### config.mk
export PLATFORM = sky130hd
export DESIGN_NAME = vector_load_store_unit
export DESIGN_NICKNAME = d
export VERILOG_FILES = /design/src/rtl/vector_load_store_unit.sv
export SDC_FILE = /design/constraint.sdc
export NUM_CORES = 1
export LEC_CHECK = 0
export BUFFER_PORTS_ARGS = -buffer_cell sky130_fd_sc_hd__buf_2
export CORE_MARGIN = 5
export CORE_UTILIZATION = 29
export DETAILED_ROUTE_END_ITERATION = 12
export HOLD_SLACK_MARGIN = 0.12
export SLEW_MARGIN = 0
export SYNTH_ARGS = -nofsm -noshare
export SYNTH_HDL_FRONTEND = slang
export SYNTH_SLANG_ARGS = --single-unit
### constraint.sdc
create_clock -name clk -period 5.7 [get_ports clk]
set_input_delay 1.14 -clock clk [delete_from_list [all_inputs] [get_ports clk]]
set_output_delay 1.14 -clock clk [all_outputs]
set_load 0.01 [all_outputs]
### src/rtl/vector_load_store_unit.sv
// Serialises one scalar or vector load/store into LANES word accesses on a
// single synchronous data-memory port and assembles the loaded lanes.
module vector_load_store_unit #(
  parameter int unsigned LANES  = 4,
  parameter int unsigned DATA_W = 32,
  parameter int unsigned ADDR_W = 32,
  parameter int unsigned RD_LAT = 1
) (
  input  logic                      clk,
  input  logic                      reset,
  input  logic                      req_valid,
  input  logic                      req_write,
  input  logic                      req_vector,
  input  logic                      req_strided,
  input  logic [ADDR_W-1:0]         base_addr,
  input  logic [ADDR_W-1:0]         stride,
  input  logic [LANES*DATA_W-1:0]   in_writedata,
  input  logic [DATA_W-1:0]         in_readdata,
  output logic                      stall,
  output logic                      busy,
  output logic [ADDR_W-1:0]         mem_addr,
  output logic                      mem_read,
  output logic                      mem_write,
  output logic [DATA_W-1:0]         mem_writedata,
  output logic [LANES*DATA_W-1:0]   out_readdata
);

  localparam int unsigned IDX_W = $clog2(LANES);
  localparam int unsigned STEP  = DATA_W / 8;

  typedef enum logic [1:0] {IDLE, ISSUE, DRAIN} state_t;

  state_t             state;
  state_t             next_state;
  logic [IDX_W-1:0]   issue_idx;
  logic [IDX_W-1:0]   last_idx;
  logic [IDX_W-1:0]   cur_idx;
  logic [IDX_W-1:0]   req_last;
  logic [RD_LAT-1:0]  pipe_valid;
  logic [IDX_W-1:0]   pipe_idx [RD_LAT];
  logic               accept;
  logic               issuing;
  logic               issue_done;
  logic               cap_valid;
  logic               cap_last;
  logic [ADDR_W-1:0]  step;

  assign accept     = (state == IDLE) && req_valid && !reset;
  assign issuing    = accept || ((state == ISSUE) && !reset);
  assign req_last   = req_vector ? IDX_W'(LANES - 1) : '0;
  assign cur_idx    = (state == ISSUE) ? issue_idx : '0;
  assign issue_done = issuing && (cur_idx == req_last);
  assign cap_valid  = pipe_valid[RD_LAT-1];
  assign cap_last   = cap_valid && (pipe_idx[RD_LAT-1] == last_idx);

  // Scalar ops always use lane 0, so stride only matters for vectors.
  assign step          = (req_vector && req_strided) ? stride : ADDR_W'(STEP);
  assign mem_addr      = base_addr + ADDR_W'(ADDR_W'(cur_idx) * step);
  assign mem_read      = issuing && !req_write;
  assign mem_write     = issuing && req_write;
  assign mem_writedata = in_writedata[32'(cur_idx) * DATA_W +: DATA_W];

  // Stall falls on the op's final cycle: last store issue or last load capture.
  always_comb begin
    stall = 1'b0;
    if (!reset) begin
      case (state)
        IDLE:    stall = req_valid && (!req_write || req_vector);
        ISSUE:   stall = !req_write || (issue_idx != req_last);
        DRAIN:   stall = !cap_last;
        default: stall = 1'b0;
      endcase
    end
  end

  always_comb begin
    next_state = state;
    case (state)
      IDLE: begin
        if (req_valid) begin
          if (req_last != '0) next_state = ISSUE;
          else if (!req_write) next_state = DRAIN;
          else next_state = IDLE;
        end
      end
      ISSUE:   if (issue_done) next_state = req_write ? IDLE : DRAIN;
      DRAIN:   if (cap_last) next_state = IDLE;
      default: next_state = IDLE;
    endcase
  end

  always_ff @(posedge clk) begin
    if (reset) begin
      state        <= IDLE;
      busy         <= 1'b0;
      issue_idx    <= '0;
      last_idx     <= '0;
      pipe_valid   <= '0;
      out_readdata <= '0;
      for (int s = 0; s < RD_LAT; s++) pipe_idx[s] <= '0;
    end else begin
      state <= next_state;
      busy  <= (next_state != IDLE);

      // Capture pipeline tracks which lane each outstanding read belongs to.
      pipe_valid[0] <= mem_read;
      pipe_idx[0]   <= cur_idx;
      for (int s = 1; s < RD_LAT; s++) begin
        pipe_valid[s] <= pipe_valid[s-1];
        pipe_idx[s]   <= pipe_idx[s-1];
      end

      if (accept) begin
        last_idx <= req_last;
        if (!req_write) out_readdata <= '0;
      end
      if (cap_valid)
        out_readdata[32'(pipe_idx[RD_LAT-1]) * DATA_W +: DATA_W] <= in_readdata;

      if (state == ISSUE) begin
        issue_idx <= issue_done ? '0 : IDX_W'(issue_idx + 1'b1);
      end else if (accept) begin
        issue_idx <= (req_last != '0) ? IDX_W'(1) : '0;
      end
    end
  end

endmodule

==> reports/metrics.yaml <==
finish.net_count: 1744
async_reset_ff_share_pct: 0
timing.critical_path.slowest_cell_delay_ps: 520
grt_pass1_vias: 9221
die_h_um: 182
vias: 9492
critPathBufInv: 3
cp_max_fo: 7
post_synth.cell_area_avg_um2: 8.273
hold_viol_final: 0
final-setup-viol-count: 0
cts_tree: "yes"
ys_seq_area_share_pct: 31.97
slowest_cell_on_the_critical_path: "sky130_fd_sc_hd__fa_1"
max_freq_ghz: 0.1811
die_area_um2: 33120
drtPass1Iterations: 5
syn_area_um2: 8579
worst_pin_slew_ps: 986.9
total_track_usage_pct: 18.78
area_growth_syn_to_layout_pct: 38.87
finalCoreUtilization_pct: 40.52
layout-drive-gt1-share_pct: 36.44
timing.critical_path.from: "req_vector"
cp-end-kind: "output port"
start_util_pct: 29.18
outcome: "complete, no violations"
synth-edff-count: 0
viasPerCell: 5.125
initial_antenna_violation_count: 6
grt_first_pass_wirelength_um: 50760
detail_route.drc_violations: 0
power.density_nw_per_um2: 208.2
cts-buffers-inserted: 17
period_needed_ps: 5523
fin_crit_sh_pct: 96.89
crit_path_cell_trace: "buf_2 > buf_4 > nand2_1 > o21ai_0 > fa_1 > fa_2 > and2b_1 > o211ai_2 > a31o_1 > o211ai_2 > a41oi_2 > o41ai_2 > xor2_1 > buf_2"
synth-warning-count: 0
whs_ps: 487.8
routed_wl_um: 33400
cp_data_required_time_ps: 4560
grt_overflow_total: 0
worst_r2r_startpoint: "pipe_idx[0][0]"
cts_max_path_buffers: 2
synthesis.nets: 1334
detailed_place.area_um2: 11260
timing.setup.critical_path_class: "in -> out"
chipWidth_um: 182
synth.ff_latch_count: 137
drt_iter0_drc: 535
yosys_most_used_dff: "sky130_fd_sc_hd__dfxtp_1"
report.final.slew_viol_count: 0
maximum_number_of_pins_on_one_net_before_global_route_repair: 75
power.total_mw: 2.480
critical-path-top-delay-family: "compound AO/OA/AOI/OAI gates"
dp.cells: 1816
number_of_hold_buffers_added_after_cts: 0
power.leakage_nw: 5.946
clk_pin_slew_worst_paths_ps: 50
pin_count: 426
final_antenna_net_count: 0
dpl.hpwl_um: 25830
stdcell_count: 1852
clock-root-buffer: "sky130_fd_sc_hd__clkbuf_16"
reg2reg_setup_slack_ps: 3330
htree_num_levels: 4
clock_insertion_delay_worst_skew_ps: 410
io_buffers: 425
worstSetupStartpointType: "input port"
rsz0062_at_grt: "no"
tritoncts_num_sinks: 137
routedWlPerCell_um: 18.03
setup_total_negative_slack_ps: 0
place_congestion: 0.9037
synth_cells: 1037
max-vdd-ir-drop_mv: 0.2010
worstPathArrival_ps: 4380
hp-start: "out_readdata[6]"
min_delay_path_class: "reg -> reg"
pre_cts_ws_ps: 74.30
fin_skew_ps: 4.530
finalInstanceArea_um2: 11910
fin_ws_ps: 177.0
slew_headroom_pct: 33.60
core_area_um2: 29400
timing.max_cap.violations: 0
synth_cell_type_count: 56
rows: 63
-- sequential cells by signal (all words and copies together) (netlist names) --
name	count
cap_valid	1
pipe_idx	2
last_idx	1
issue_idx	2
out_readdata	128
busy	1
state	2
-- cell type report --
class	count	area, um2
diodes	2	5.005
clock buffers	23	488.0
clock inverters	9	111.4
fillers	3011	17490
inverters	76	285.3
multi-input cells	744	5308
flip-flops and latches	137	2743
well taps	390	488.0
repair buffers	471	2486
-- routing by layer --
metal / global-route usage [%] / share of wire, %
met5: 0 / 0.14
met2: 33.09 / 50
met4: 6.244 / 2.6
met3: 4.567 / 8.2
met1: 22.38 / 39
-- layout by cell type, fill, tap and decap left out, types with 9 or more instances in the layout --
master	Yosys	layout
sky130_fd_sc_hd__and3_1	14	13
sky130_fd_sc_hd__a21oi_1	34	28
sky130_fd_sc_hd__inv_1	75	75
sky130_fd_sc_hd__dfxtp_1	137	137
sky130_fd_sc_hd__xnor2_1	21	21
sky130_fd_sc_hd__a22oi_1	129	129
sky130_fd_sc_hd__ha_1	36	35
sky130_fd_sc_hd__nand2_1	31	29
sky130_fd_sc_hd__mux2i_1	33	33
sky130_fd_sc_hd__buf_4	0	44
sky130_fd_sc_hd__nor2_1	171	170
sky130_fd_sc_hd__o21a_1	9	9
sky130_fd_sc_hd__o21ai_0	49	49
sky130_fd_sc_hd__o221ai_1	32	32
sky130_fd_sc_hd__buf_2	4	424
sky130_fd_sc_hd__clkbuf_16	0	17
sky130_fd_sc_hd__a21o_1	9	9
sky130_fd_sc_hd__fa_1	31	30
sky130_fd_sc_hd__nand3_1	49	49
-- Yosys cell counts (all sizes together), types with 2 or more instances --
| cell type | n | share of area [%] |
|---|---|---|
| and3 | 14 | 1.0 |
| and4b | 2 | 0.23 |
| nor2b | 4 | 0.29 |
| and4 | 3 | 0.31 |
| o2111ai | 2 | 0.28 |
| nor4 | 4 | 0.29 |
| and2 | 6 | 0.44 |
| a21oi | 36 | 2.2 |
| xor2 | 8 | 0.82 |
| mux2i | 33 | 3.9 |
| o21ai | 55 | 3.2 |
| nand4b | 2 | 0.20 |
| a22oi | 129 | 11 |
| nand2b | 3 | 0.22 |
| o221ai | 32 | 3.3 |
| nand2 | 31 | 1.4 |
| o21a | 9 | 0.79 |
| nand3 | 49 | 2.9 |
| dfxtp | 137 | 32 |
| o211ai | 5 | 0.55 |
| ha | 36 | 5.3 |
| clkbuf | 74 | 3.2 |
| o21bai | 3 | 0.26 |
| a31oi | 5 | 0.36 |
| nor2 | 171 | 7.5 |
| inv | 76 | 3.3 |
| fa | 31 | 7.2 |
| a21o | 9 | 0.79 |
| nand4 | 4 | 0.29 |
| or3 | 4 | 0.29 |
| a31o | 3 | 0.31 |
| and2b | 2 | 0.17 |
| xnor2 | 21 | 2.1 |
| a211oi | 6 | 0.52 |
| o41ai | 3 | 0.57 |
| nor3 | 6 | 0.41 |
| buf | 7 | 0.36 |
-- cells by family after synthesis --
group | Yosys count | share of synthesized area [%]
muxes | 33 | 3.850
AOI/OAI and AO/OA | 307 | 25.78
adders and majority gates | 67 | 12.48
xor gates and xnor gates | 29 | 2.961
buffers and inverters | 157 | 6.927
DFF | 137 | 31.97
and+or+nand+nor | 307 | 16.03
-- power breakdown --
| group | internal [mW] | total [mW] | switching (mW) |
|---|---|---|---|
| clock | 0.693 | 1.10 | 0.405 |
| combinational | 0.162 | 0.403 | 0.240 |
| sequential | 0.971 | 0.979 | 0.00846 |
-- what timing repair did --
| item | in CTS | in global routing |
|---|---|---|
| pin swaps | 0 | 4 |
| hold endpoints to repair | 0 | 0 |
| gates cloned | 0 | 1 |
| setup buffers | 0 | 1 |
| resized for setup | 1 | 13 |
| endpoints found under the setup margin | 1 | 12 |
-- worst min-delay path, cell delays in order (launching register included) --
cell	delay [ps]
sky130_fd_sc_hd__dfxtp_1	320
sky130_fd_sc_hd__a22oi_1	60
sky130_fd_sc_hd__nor2_1	70
-- path summary, 6_finish.rpt --
check,end,cells past startpoint
max,mem_addr[27],14
min,out_readdata[6],2
max reg2reg,out_readdata[5],6
min reg2reg,out_readdata[6],2
(Power assumes the default switching activity.)
